==> src/rtl/rgbw_fade_ramp_pkg.sv <==
// Shared definitions for the RGBW duty fade ramp: state encoding, duty width
// and channel indices used by the ramp top and its interface.
package rgbw_fade_ramp_pkg;

  typedef enum logic {
    IDLE = 1'b0,
    RAMP = 1'b1
  } ramp_state_e;

  localparam int DUTY_W = 8;
  localparam int NUM_CH = 4;

  localparam int CH_R = 0;
  localparam int CH_G = 1;
  localparam int CH_B = 2;
  localparam int CH_W = 3;

  // A programmed rate of zero means "jump in one tick", i.e. the largest step.
  function automatic logic [DUTY_W-1:0] eff_rate(input logic [DUTY_W-1:0] rate);
    return (rate == '0) ? {DUTY_W{1'b1}} : rate;
  endfunction

endpackage

==> src/rtl/rgbw_fade_ramp_if.sv <==
// Target/duty bundle between colour generation (master) and the fade ramp
// (slave), whose duty outputs feed the PWM generator.
interface rgbw_fade_ramp_if;
  import rgbw_fade_ramp_pkg::*;

  logic [DUTY_W-1:0] tgt_r;
  logic [DUTY_W-1:0] tgt_g;
  logic [DUTY_W-1:0] tgt_b;
  logic [DUTY_W-1:0] tgt_w;
  logic              tgt_valid;
  logic [DUTY_W-1:0] rate;
  logic [DUTY_W-1:0] duty_r;
  logic [DUTY_W-1:0] duty_g;
  logic [DUTY_W-1:0] duty_b;
  logic [DUTY_W-1:0] duty_w;
  logic              busy;
  logic              done;

  modport master (
    output tgt_r, tgt_g, tgt_b, tgt_w, tgt_valid, rate,
    input  duty_r, duty_g, duty_b, duty_w, busy, done
  );

  modport slave (
    input  tgt_r, tgt_g, tgt_b, tgt_w, tgt_valid, rate,
    output duty_r, duty_g, duty_b, duty_w, busy, done
  );

endinterface

==> src/rtl/rgbw_gamma_lut.sv <==
// One registered channel of perceptual correction, out = (d*d + 255) >> 8.
// Only built when RGBW_FADE_GAMMA_EN is defined.
`ifdef RGBW_FADE_GAMMA_EN
module rgbw_gamma_lut (
  input  logic       clk,
  input  logic       reset,
  input  logic [7:0] duty_in,
  output logic [7:0] duty_out
);

  logic [15:0] square;
  logic [15:0] biased;
  logic [7:0]  duty_d;
  logic [7:0]  duty_q;

  // The +255 bias keeps 1 mapping to 1 and 255 mapping to 255.
  always_comb begin
    square = {8'd0, duty_in} * {8'd0, duty_in};
    biased = square + 16'd255;
    duty_d = biased[15:8];
  end

  always_ff @(posedge clk) begin
    if (reset) begin
      duty_q <= '0;
    end else begin
      duty_q <= duty_d;
    end
  end

  assign duty_out = duty_q;

endmodule
`endif

==> src/rtl/rgbw_fade_ramp.sv <==
// Slews four RGBW duties toward latched targets in bounded steps every
// STEP_DIV cycles. Define RGBW_FADE_GAMMA_EN to add registered gamma correction.
module rgbw_fade_ramp
  import rgbw_fade_ramp_pkg::*;
#(
  parameter int STEP_DIV = 256
) (
  input  logic              clk,
  input  logic              reset,
  rgbw_fade_ramp_if.slave   bus
);

  localparam logic [15:0] CNT_LAST = 16'(STEP_DIV - 1);

  typedef logic [NUM_CH-1:0][DUTY_W-1:0] duty_vec_t;

  ramp_state_e       state_q, state_d;
  logic [15:0]       cnt_q, cnt_d;
  duty_vec_t         tgt_q, tgt_d;
  duty_vec_t         cur_q, cur_d;
  logic              done_q, done_d;
  logic              busy_q, busy_d;

  duty_vec_t         tgt_in;
  duty_vec_t         step_val;
  duty_vec_t         duty_out;
  logic [DUTY_W-1:0] step_size;
  logic              tick;
  logic              all_reached;

  assign tgt_in[CH_R] = bus.tgt_r;
  assign tgt_in[CH_G] = bus.tgt_g;
  assign tgt_in[CH_B] = bus.tgt_b;
  assign tgt_in[CH_W] = bus.tgt_w;

  assign step_size = eff_rate(bus.rate);
  assign tick      = (state_q == RAMP) && (cnt_q == CNT_LAST);

  // Each channel clamps its step at the target, so it can never overshoot or wrap.
  for (genvar i = 0; i < NUM_CH; i++) begin : g_ch
    logic [DUTY_W:0]   diff_up;
    logic [DUTY_W:0]   diff_dn;
    logic [DUTY_W:0]   step9;
    logic [DUTY_W-1:0] nxt;

    always_comb begin
      diff_up = {1'b0, tgt_q[i]} - {1'b0, cur_q[i]};
      diff_dn = {1'b0, cur_q[i]} - {1'b0, tgt_q[i]};
      step9   = {1'b0, step_size};
      nxt     = cur_q[i];
      if (tgt_q[i] > cur_q[i]) begin
        nxt = (diff_up > step9) ? (cur_q[i] + step_size) : tgt_q[i];
      end else if (tgt_q[i] < cur_q[i]) begin
        nxt = (diff_dn > step9) ? (cur_q[i] - step_size) : tgt_q[i];
      end
    end

    assign step_val[i] = nxt;
  end

  assign all_reached = (step_val == tgt_q);

  always_comb begin
    state_d = state_q;
    cnt_d   = cnt_q;
    tgt_d   = tgt_q;
    cur_d   = cur_q;
    done_d  = 1'b0;
    case (state_q)
      IDLE: begin
        cnt_d = '0;
        if (bus.tgt_valid) begin
          tgt_d   = tgt_in;
          state_d = RAMP;
        end
      end
      RAMP: begin
        // A new strobe wins over a coincident tick: the step is dropped and
        // the prescaler restarts so the new fade gets a full first period.
        if (bus.tgt_valid) begin
          tgt_d = tgt_in;
          cnt_d = '0;
        end else if (tick) begin
          cnt_d = '0;
          cur_d = step_val;
          if (all_reached) begin
            state_d = IDLE;
            done_d  = 1'b1;
          end
        end else begin
          cnt_d = cnt_q + 16'd1;
        end
      end
      default: begin
        state_d = IDLE;
        cnt_d   = '0;
      end
    endcase
    busy_d = (state_d == RAMP);
  end

  always_ff @(posedge clk) begin
    if (reset) begin
      state_q <= IDLE;
      cnt_q   <= '0;
      tgt_q   <= '0;
      cur_q   <= '0;
      done_q  <= 1'b0;
      busy_q  <= 1'b0;
    end else begin
      state_q <= state_d;
      cnt_q   <= cnt_d;
      tgt_q   <= tgt_d;
      cur_q   <= cur_d;
      done_q  <= done_d;
      busy_q  <= busy_d;
    end
  end

`ifdef RGBW_FADE_GAMMA_EN
  logic busy_dly_q;
  logic done_dly_q;

  for (genvar i = 0; i < NUM_CH; i++) begin : g_gamma
    rgbw_gamma_lut u_gamma (
      .clk      (clk),
      .reset    (reset),
      .duty_in  (cur_q[i]),
      .duty_out (duty_out[i])
    );
  end

  // Status follows the corrected duties through the same one-cycle delay.
  always_ff @(posedge clk) begin
    if (reset) begin
      busy_dly_q <= 1'b0;
      done_dly_q <= 1'b0;
    end else begin
      busy_dly_q <= busy_q;
      done_dly_q <= done_q;
    end
  end

  assign bus.busy = busy_dly_q;
  assign bus.done = done_dly_q;
`else
  assign duty_out = cur_q;
  assign bus.busy = busy_q;
  assign bus.done = done_q;
`endif

  assign bus.duty_r = duty_out[CH_R];
  assign bus.duty_g = duty_out[CH_G];
  assign bus.duty_b = duty_out[CH_B];
  assign bus.duty_w = duty_out[CH_W];

endmodule

==> src/flat_wrapper.sv <==
// flat-port wrapper written by rule: the top's interface ports become plain ports
module rgbw_fade_ramp_flat import rgbw_fade_ramp_pkg::*;
#(
  parameter int STEP_DIV = 256
)
  (clk, reset, bus_tgt_r, bus_tgt_g, bus_tgt_b, bus_tgt_w, bus_tgt_valid, bus_rate, bus_duty_r, bus_duty_g, bus_duty_b, bus_duty_w, bus_busy, bus_done);
  rgbw_fade_ramp_if bus_i ();
  input  logic clk;
  input  logic reset;
  input wire logic [$bits(bus_i.tgt_r)-1:0] bus_tgt_r;
  input wire logic [$bits(bus_i.tgt_g)-1:0] bus_tgt_g;
  input wire logic [$bits(bus_i.tgt_b)-1:0] bus_tgt_b;
  input wire logic [$bits(bus_i.tgt_w)-1:0] bus_tgt_w;
  input wire logic [$bits(bus_i.tgt_valid)-1:0] bus_tgt_valid;
  input wire logic [$bits(bus_i.rate)-1:0] bus_rate;
  output wire logic [$bits(bus_i.duty_r)-1:0] bus_duty_r;
  output wire logic [$bits(bus_i.duty_g)-1:0] bus_duty_g;
  output wire logic [$bits(bus_i.duty_b)-1:0] bus_duty_b;
  output wire logic [$bits(bus_i.duty_w)-1:0] bus_duty_w;
  output wire logic [$bits(bus_i.busy)-1:0] bus_busy;
  output wire logic [$bits(bus_i.done)-1:0] bus_done;
  assign bus_i.tgt_r = bus_tgt_r;
  assign bus_i.tgt_g = bus_tgt_g;
  assign bus_i.tgt_b = bus_tgt_b;
  assign bus_i.tgt_w = bus_tgt_w;
  assign bus_i.tgt_valid = bus_tgt_valid;
  assign bus_i.rate = bus_rate;
  assign bus_duty_r = bus_i.duty_r;
  assign bus_duty_g = bus_i.duty_g;
  assign bus_duty_b = bus_i.duty_b;
  assign bus_duty_w = bus_i.duty_w;
  assign bus_busy = bus_i.busy;
  assign bus_done = bus_i.done;
  rgbw_fade_ramp #(.STEP_DIV(STEP_DIV)) u_core (.clk(clk), .reset(reset), .bus(bus_i));
endmodule
==> config.mk <==
export PLATFORM = sky130hd
export DESIGN_NAME = rgbw_fade_ramp_flat
export DESIGN_NICKNAME = d
export VERILOG_FILES = /design/src/rtl/rgbw_fade_ramp_pkg.sv /design/src/rtl/rgbw_fade_ramp_if.sv /design/src/rtl/rgbw_gamma_lut.sv /design/src/rtl/rgbw_fade_ramp.sv /design/src/flat_wrapper.sv
export SDC_FILE = /design/constraint.sdc
export NUM_CORES = 1
export LEC_CHECK = 0
export BUFFER_PORTS_ARGS = -buffer_cell sky130_fd_sc_hd__buf_4
export CAP_MARGIN = 15
export CORE_UTILIZATION = 35
export DETAILED_ROUTE_END_ITERATION = 6
export RECOVER_POWER = 25
export SLEW_MARGIN = 20
export SYNTH_ARGS = -nofsm -noshare
export SYNTH_HDL_FRONTEND = slang
export SYNTH_SLANG_ARGS = --single-unit
==> constraint.sdc <==
create_clock -name clk -period 8.2 [get_ports clk]
set_input_delay 1.64 -clock clk [delete_from_list [all_inputs] [get_ports clk]]
set_output_delay 1.64 -clock clk [all_outputs]
set_load 0.01 [all_outputs]
[After elaboration in Yosys (flattened, before gate mapping)]
Cells that the tools add are included.
Operators by class
  $add $sub $neg: 17
  magnitude comparators: 16
  eq/ne operators: 2
  multiplexer cells: 27
  bitwise logic cells: 3
  reduce and logical (&&, ||, !) cells: 4
Operator list (count)
  two-way mux 8 bit: 17
  greater-than comparator 9 x 8 -> 1 bit: 8
  subtractor 8 x 8 -> 9 bit: 8
  adder 8 bit: 4
  equality test 32 bit: 1
  greater-than comparator 8 bit: 4
  less-than comparator 8 bit: 4
  two-way mux 16 bit: 2
  two-way mux 32 bit: 1
  case mux 16 bit (2 select lines): 1
  subtractor 8 bit: 4
  adder 16 x 1 -> 16 bit, second input constant: 1
  equality test 16 x 8 -> 1 bit, second input constant: 1
  zero test 8 bit: 1
  two-way mux 1 bit: 5
  OR reduction 4 bit: 1
  NOT 1 bit: 3
  AND reduction 3 bit: 1
  case mux 1 bit (2 select lines): 1
  logical AND 1 bit: 1
Word-level totals
  register bits: 82
  input bits: 43
  output and inout bits: 34
  word-level logic and storage cells: 80

[Logic depth before layout (Yosys ltp)]
Gate-level depths: netlist of the first run.
  depth in word-level cells: 11
  mapped depth: 22
  gate-level depth less buffers: 21

[Worst setup path after synthesis of the first run]
No wires, ideal clock.
  kind: input-to-reg
  start: in bus_rate[2]
  end: reg u_core.done_q (netlist: u_core.bus.done)
  setup time: 0.075 ns
  data arrival time: 6.129 ns
  data required time: 8.125 ns
  setup slack: 1.996 ns
  stages: 16
  buffers on the path: 1
  path through: or4_4 > nor3_1 > or2_2 > inv_1 > ha_1 > and4_1 > and3_1 > a211oi_1 > or2_1 > clkbuf_1 > mux2i_1 > a221o_1 > xnor2_1 > or4_4 > or4_1 > nor3_2
On the way
  longest elaborated chain between the ends: 8
  elaborated cells between the ends (all ways): 36
  those cells by class: 8 x add/sub; 8 x order compare; 1 x eq/ne; 18 x mux; 1 x reduce/logical
RTL lines
  start, declared: line flat_wrapper.sv:15  | input wire logic [$bits(bus_i.rate)-1:0] bus_rate;
  zero test 8 bit: line rgbw_fade_ramp_pkg.sv:20  | return (rate == '0) ? {DUTY_W{1'b1}} : rate;
  two-way mux 8 bit *: line rgbw_fade_ramp_pkg.sv:20
  subtractor 8 bit / greater-than comparator 9 x 8 -> 1 bit (equally long branches): line rgbw_fade_ramp.sv:54  | nxt = (diff_dn > step9) ? (cur_q[i] - step_size) : tgt_q[i];
  two-way mux 8 bit: line rgbw_fade_ramp.sv:54
  two-way mux 8 bit: line rgbw_fade_ramp.sv:53  | end else if (tgt_q[i] < cur_q[i]) begin
  two-way mux 8 bit: line rgbw_fade_ramp.sv:51  | if (tgt_q[i] > cur_q[i]) begin
  equality test 32 bit *: line rgbw_fade_ramp.sv:61  | assign all_reached = (step_val == tgt_q);
  two-way mux 1 bit *: line rgbw_fade_ramp.sv:86  | if (all_reached) begin
  end signal, assigned: line rgbw_fade_ramp.sv:115  | done_q <= done_d;
  end, declared: line rgbw_fade_ramp.sv:21  | logic done_q, done_d;
Mark *: on every way between the ends. The rest lies on a longest branch, timed or not.
A chain may end at the register's enable or synchronous reset.

[Worst setup path in the final report of the first run]
Ends and elaborated chain as after synthesis.

==> metrics.yaml, run 1 <==
clock_tree:
  path_clk_slew_ps: 80
  post_cts_buffers: 0
  clock_latency_ps: 390
  cts_root_buf: "clkbuf_16"
  ctsResizeCount: 0
  clkSinkCount: 82
  cts_hold_buf: 0
  cts_tree: "yes"
  cts_max_level: 3
  numCtsBuffers: 9
  clockBufferDepth: 2
drt:
  postRouteAntennaNets: 0
  wirelength_um: 44900
  dr.pass1.iters: 6
  viasPerCell: 6.03
  wire_per_inst_um: 21.8
  drc_errors: 0
  vias: 12396
  drt_iter0_drc: 1185
logic_synthesis:
  synth_cells: 1595
  synth_area_per_cell_sq_um: 7.60
  ys_seq_area_frac: 0.135
  synthArstFlopShare: 0
  synth_flop_cell: "dfxtp_1"
  yosys_warnings: 0
  synth_area_sq_mm: 0.0121
  syn-num-nets: 1835
  synth_edf_count: 0
  synth.distinct_cells: 81
  ys_ff_latch: 82
critical_path:
  crit_required_ps: 8360
  crit_type: "in2reg"
  startpoint_type: "input pin"
  worstSetupEndpointType: "flip-flop"
  critPathArrivalTime_ps: 7080
  critPathMaxFanout: 20
power_and_ir_drop:
  switching_share: 0.431
  clock_power_share: 0.280
  power_density_mw_per_mm2: 139
  peakVddDrop_mv: 0.135
  combPwrFrac: 0.485
  switchingPower_uw: 799
  pwr-share-seq: 0.235
  internal_power_mw: 1.06
  p_leak_nw: 5.70
hold_path:
  hold_path.class: "reg2reg"
sta:
  rsz0062_at_grt: "false"
  setup_tns_ps: 0
  setup_viol: 0
  slew_viol_final: 37
  fin_crit_sh: 0.843
  fin_skew_ps: 15.0
  tightest_slew_ps: 3150
  period_minus_slack_ps: 6920
  relSlewSlack: -1.10
  timing.hold.ws_ps: 461
  fmax_mhz: 145
  hold_violations: 0
final_layout:
  drive_above_1_share: 0.0808
  instances_no_fill: 2056
  fin_nets: 1843
  fill_cells: 3497
  diodes: 0
  areaGrowthSynthToFinish_pct: 9.93
floorplanning:
  initial_core_util: 0.359
  io_pins: 77
  dieHeight_um: 188
  die_area_sq_mm: 0.0354
  rows: 67
  core_sq_mm: 0.0338
  die-width_um: 188
placed_design:
  hpwl_um: 34800
  portBuffers: 76
  dpl.cell_count: 2040
  routabilityCongestion: 0.992
grt:
  grt_pass1_wl_um: 69000
  grt-ovfl-total: 0
  grtUsageTotal: 0.252
  grt_max_degree: 40
  grt_pass1_vias: 11688
  grt_antenna_before_repair: 0
run_status:
  status: "finished with violations"
  violations: "capacitance limit, slew limit"
run:
  cap_violations: 1
==> metal layers <==
layer | vias to the layer above | wire length (um) | global-route usage
li1 | 5848 | - | -
met1 | 5893 | 19600 | 0.331
met2 | 559 | 20500 | 0.412
met3 | 96 | 3390 | 0.0402
met4 | 0 | 1420 | 0.0960
met5 | - | 0 | 0
==> Yosys cell counts, types with 10 or more instances <==
library cell / count / area (sq um)
ha_1: 181 / 2260
nor2_1: 166 / 623
a21oi_1: 135 / 676
inv_1: 112 / 420
dfxtp_1: 82 / 1640
xnor2_1: 76 / 666
o21ai_0: 75 / 375
clkbuf_1: 72 / 270
nand2_1: 70 / 263
a21o_1: 44 / 330
nor3_1: 43 / 215
xor2_1: 43 / 377
mux2i_1: 39 / 390
nand3_1: 35 / 175
a211oi_1: 30 / 225
nand4_1: 24 / 150
a221oi_1: 21 / 184
o21bai_1: 19 / 143
o22ai_1: 19 / 119
and3_1: 18 / 113
or2_2: 17 / 106
fa_1: 16 / 320
o211ai_1: 15 / 113
o21a_1: 15 / 113
a221o_1: 14 / 140
nor4_1: 12 / 75.1
a31oi_1: 11 / 68.8
nor2b_1: 11 / 68.8
nand2b_1: 10 / 62.6
or3_1: 10 / 62.6
==> cell usage in the layout, fill, tap and decap left out, drive strengths merged, types with 15 or more instances in the layout <==
master / count
ha: 181
nor2: 166
a21oi: 135
inv: 116
buf: 82
dfxtp: 82
xnor2: 77
o21ai: 77
nand2: 70
a21o: 44
nor3: 44
xor2: 43
mux2i: 39
nand3: 35
a211oi: 31
nand4: 24
a221oi: 22
o21bai: 19
o22ai: 19
and3: 18
or2: 18
fa: 16
o21a: 15
o211ai: 15
==> area by class of cell <==
cell class / count / area (sq um) / area share
clock buffer: 9 / 225 / 0.0169
clock inverter: 7 / 133 / 0.00995
inverter: 112 / 420 / 0.0315
multi-input combinational: 1315 / 9730 / 0.730
sequential: 82 / 1640 / 0.123
tap: 448 / 561 / 0.0421
timing repair buffer: 83 / 619 / 0.0465
==> worst max-delay path: stages <==
cell	delay (ps)
buf_4	120
or4_4	530
nor3_1	410
or2_2	440
inv_1	550
ha_1	470
and4_1	180
and3_1	160
a211oi_1	530
or2_2	460
o22ai_1	160
a2111oi_0	860
nor4_1	200
nand4_1	180
or4_1	140
nor3_2	40
==> power by group through the flow <==
stage          clock network, mW  registers, mW  logic, mW
5_1_grt                    0.543          0.436      0.984
4_1_cts                    0.530          0.434      0.876
3_3_place_gp                   0          0.444      0.867
6_report                   0.519          0.435      0.900
2_1_floorplan                  0          0.427      0.649
3_5_place_dp                   0          0.444      0.872
==> worst paths after layout <==
kind                                                         from                         end  slack (ps)  cells past startpoint
worst max-delay path                                  bus_rate[2]  u_core.bus.done$_SDFF_PP0_        1280                     16
worst min-delay path                   u_core.cnt_q[0]$_SDFF_PP0_  u_core.cnt_q[0]$_SDFF_PP0_         460                      1
worst max register to register  u_core.bus.duty_r[1]$_SDFFE_PP0P_  u_core.bus.done$_SDFF_PP0_        2320                     20
worst min register to register         u_core.cnt_q[0]$_SDFF_PP0_  u_core.cnt_q[0]$_SDFF_PP0_         460                      1
==> state kept, by name, summed over array words and instances (netlist names) <==
register,count
u_core.state_q,1
u_core.cnt_q,16
u_core.bus.duty_r,8
u_core.bus.duty_w,8
u_core.bus.duty_g,8
u_core.bus.done,1
u_core.tgt_q,32
u_core.bus.duty_b,8
==> metrics by stage <==
| step | setup WS [ps] | instance area [sq um] | util | total power [mW] |
|---|---|---|---|---|
| 2_1_floorplan | 2000 | 12100 | - | 1.08 |
| 3_3_place_gp | 1160 | 13000 | 0.384 | 1.31 |
| 3_5_place_dp | 1050 | 13000 | 0.384 | 1.32 |
| 4_1_cts | 1430 | 13300 | 0.395 | 1.84 |
| 5_1_grt | 939 | 13300 | 0.395 | 1.96 |
| 6_report | 1280 | 13300 | 0.395 | 1.85 |
==> cells by family (layout without fill, tap and decap cells) <==
kind of cell               Yosys count  count (layout)  share of synthesized area
adders and majority gates          197             197                      0.213
and+or+nand+nor                    453             453                      0.182
xor gates and xnor gates           122             122                     0.0919
DFF                                 82              82                      0.135
AOI/OAI and AO/OA                  502             502                      0.281
muxes                               41              41                     0.0341
buffers and inverters              198             211                     0.0628
No activity file was read; power rests on OpenSTA's default activity.
==> run 2: changes to the inputs <==
==> constraint.sdc (replaced) <==
create_clock -name clk -period 5.83 [get_ports clk]
set_input_delay 1.166 -clock clk [delete_from_list [all_inputs] [get_ports clk]]
set_output_delay 1.166 -clock clk [all_outputs]
set_load 0.01 [all_outputs]
==> run 2 against run 1 <==
Utilization increased by 1.4 points. Cell area increased by 3.7%. Sequential power increased by 40%. Cell count increased by 3.4%. Worst setup slack got worse by 950 ps. Die area unchanged. Power increased by 45%. Routed wire length increased by 4.1%. The run now ends clean. Combinational power increased by 53%. Register-to-register slack got worse by 2000 ps. Highest routed layer unchanged. Critical path depth increased by 2.
==> metrics.yaml, run 2 (synthesis results as in run 1) <==
critical_path:
  path_cells: "buf_4 > or4_4 > nor3_1 > buf_4 > or2_2 > inv_1 > buf_4 > ha_1 > nand2b_1 > a21oi_1 > nor2_1 > o21ai_0 > xnor3_1 > a211oi_2 > o32ai_1 > or4_4 > or4_1 > nor3_2"  # was buf_4 > or4_4 > nor3_1 > or2_2 > inv_1 > ha_1 > and4_1 > and3_1 > a211oi_1 > or2_2 > o22ai_1 > a2111oi_0 > nor4_1 > nand4_1 > or4_1 > nor3_2
  crit_required_ps: 6150  # was 8360 ps
  crit_buf_inv: 4  # was 2
  crit_start: "bus_rate[2]"  # unchanged
  reg2reg_from: "u_core.bus.duty_r[1]$_SDFFE_PP0P_"  # unchanged
  critPathArrivalTime_ps: 5820  # was 7080 ps
  cp_common_cell: "buf_4"  # was or2_2
  rrSetupSlack_ps: 330  # was 2320 ps
  endpoint: "u_core.bus.done$_SDFF_PP0_"  # unchanged
  cpMaxStageDelayCell: "or4_4"  # was a2111oi_0
  worstSetupEndpointType: "flip-flop"  # unchanged
  critPathMaxFanout: 9  # was 20
  crit_type: "in2reg"  # unchanged
  cp_num_cells: 18  # was 16
  startpoint_type: "input pin"  # unchanged
  cp_slowest_stage_delay_ps: 530  # was 860 ps
  rr_worst_depth: 20  # unchanged
  rr_endpoint: "u_core.bus.done$_SDFF_PP0_"  # unchanged
  cp_top_family: "simple AND/OR/NAND/NOR gates"  # unchanged
grt:
  grt_pass1_vias: 11980  # was 11.7k
  grt-ovfl-total: 0  # unchanged
  grt_pass1_wl_um: 70800  # was 69000 um
  grt_antenna_before_repair: 0  # unchanged
  grtUsageTotal: 0.259  # was 0.252
  grt_max_degree: 68  # was 40
sta:
  fin_skew_ps: 19.0  # was 15.0 ps
  period_minus_slack_ps: 5500
  setup_viol: 0  # unchanged
  timing.hold.ws_ps: 470  # was 461 ps
  rsz0062_at_grt: "false"  # unchanged
  slew_viol_final: 0  # was 37
  hold_violations: 0  # unchanged
  relSlewSlack: 0.219  # was -1.10
  fmax_mhz: 182
  fin_crit_sh: 0.943
  tightest_slew_ps: 1160  # was 3150 ps
  setup_tns_ps: 0  # unchanged
placed_design:
  portBuffers: 76  # unchanged
  hpwl_um: 36500  # was 34800 um
  routabilityCongestion: 0.988  # was 0.992
  dpl.cell_count: 2108  # was 2040
floorplanning:
  io_pins: 77  # unchanged
  die-width_um: 188  # unchanged
  initial_core_util: 0.359  # unchanged
  die_area_sq_mm: 0.0354  # unchanged
  dieHeight_um: 188  # unchanged
  core_sq_mm: 0.0338  # unchanged
  rows: 67  # unchanged
clock_tree:
  post_cts_buffers: 0  # unchanged
  clockBufferDepth: 2  # unchanged
  clkSinkCount: 82  # unchanged
  clock_latency_ps: 390  # about the same
  ctsResizeCount: 0  # unchanged
  cts_root_buf: "clkbuf_16"  # unchanged
  path_clk_slew_ps: 80  # about the same
  cts_tree: "yes"  # unchanged
  numCtsBuffers: 9  # unchanged
  cts_hold_buf: 0  # unchanged
  cts_max_level: 3  # unchanged
final_layout:
  largest_reg_flops: 32  # unchanged
  layout_common_cells: "ha_1 (181), nor2_1 (165), buf_4 (151)"  # was ha_1 (181), nor2_1 (165), a21oi_1 (135)
  regMostFlops: "u_core.tgt_q"  # unchanged
  layout_commonest_cell: "ha_1"  # unchanged
  reg_top3: "u_core.tgt_q (32), u_core.cnt_q (16)"  # unchanged
  drive_above_1_share: 0.119  # was 0.0808
  instances_no_fill: 2125  # was 2056
  areaGrowthSynthToFinish_pct: 14.0  # was 9.93%
  fin_nets: 1911  # was 1843
power_and_ir_drop:
  peakVddDrop_mv: 0.174  # was 0.135 mV
  power_density_mw_per_mm2: 194  # was 139 mW/mm^2
  p_leak_nw: 6.02  # was 5.70 nW
drt:
  dr.pass1.iters: 6  # unchanged
  drt_iter0_drc: 1277  # was 1185
  vias: 12634  # was 12.4k
  wire_per_inst_um: 22.0  # was 21.8 um
  postRouteAntennaNets: 0  # unchanged
  viasPerCell: 5.95  # was 6.03
  drc_errors: 0  # unchanged
  wirelength_um: 46700  # was 44900 um
hold_path:
  hold_path.class: "reg2reg"  # unchanged
run_status:
  status: "complete, no violations"  # was finished with violations
run:
  cap_violations: 0  # was 1
run 2: worst min-delay path by stage:
| stage | endpoint | start | cells after the start |
|---|---|---|---|
| after global placement | u_core.cnt_q[0]$_SDFF_PP0_ | u_core.cnt_q[0]$_SDFF_PP0_ | 1 |
| after CTS | u_core.cnt_q[0]$_SDFF_PP0_ | u_core.cnt_q[0]$_SDFF_PP0_ | 1 |
| after floorplan | u_core.cnt_q[0]$_SDFF_PP0_ | u_core.cnt_q[0]$_SDFF_PP0_ | 1 |
| final | u_core.cnt_q[0]$_SDFF_PP0_ | u_core.cnt_q[0]$_SDFF_PP0_ | 1 |
| after global routing | u_core.cnt_q[0]$_SDFF_PP0_ | u_core.cnt_q[0]$_SDFF_PP0_ | 1 |
| after detailed placement | u_core.cnt_q[0]$_SDFF_PP0_ | u_core.cnt_q[0]$_SDFF_PP0_ | 1 |
run 2: report_power, final:
part | switching, mW | internal, mW | leakage, nW
registers | 0.0374 | 0.574 | 0.667
logic | 0.828 | 0.553 | 5.20
clock network | 0.304 | 0.383 | 0.159
total | 1.17 | 1.51 | 6.02
run 2: cell type report:
class                   count  area (sq um)
diodes                      1          2.50
clock buffers               9           225
clock inverters             7           105
fillers                  3487         20000
inverters                 112           420
multi-input cells        1315          9730
flip-flops and latches     82          1640
well taps                 448           561
repair buffers            151          1130
run 2: stage by stage:
stage                     area, sq um  total power [mW]  utilization  setup slack [ps]
final                           13800              2.68        0.409               330
after detailed placement        13500              1.96        0.399             -9.04
after global placement          13500              1.95        0.399             -16.2
after CTS                       13800              2.66        0.409               394
after floorplan                 12100              1.51            -               100
after global routing            13800              2.82        0.409              5.90
run 2: per-layer routing:
layer,vias up,routed length [um],GRT usage,part of all wire
met1,5926,20700,0.344,0.44
li1,6008,-,-,-
met5,-,0,0,0
met2,593,20600,0.409,0.44
met4,0,1740,0.106,0.037
met3,107,3660,0.0481,0.078
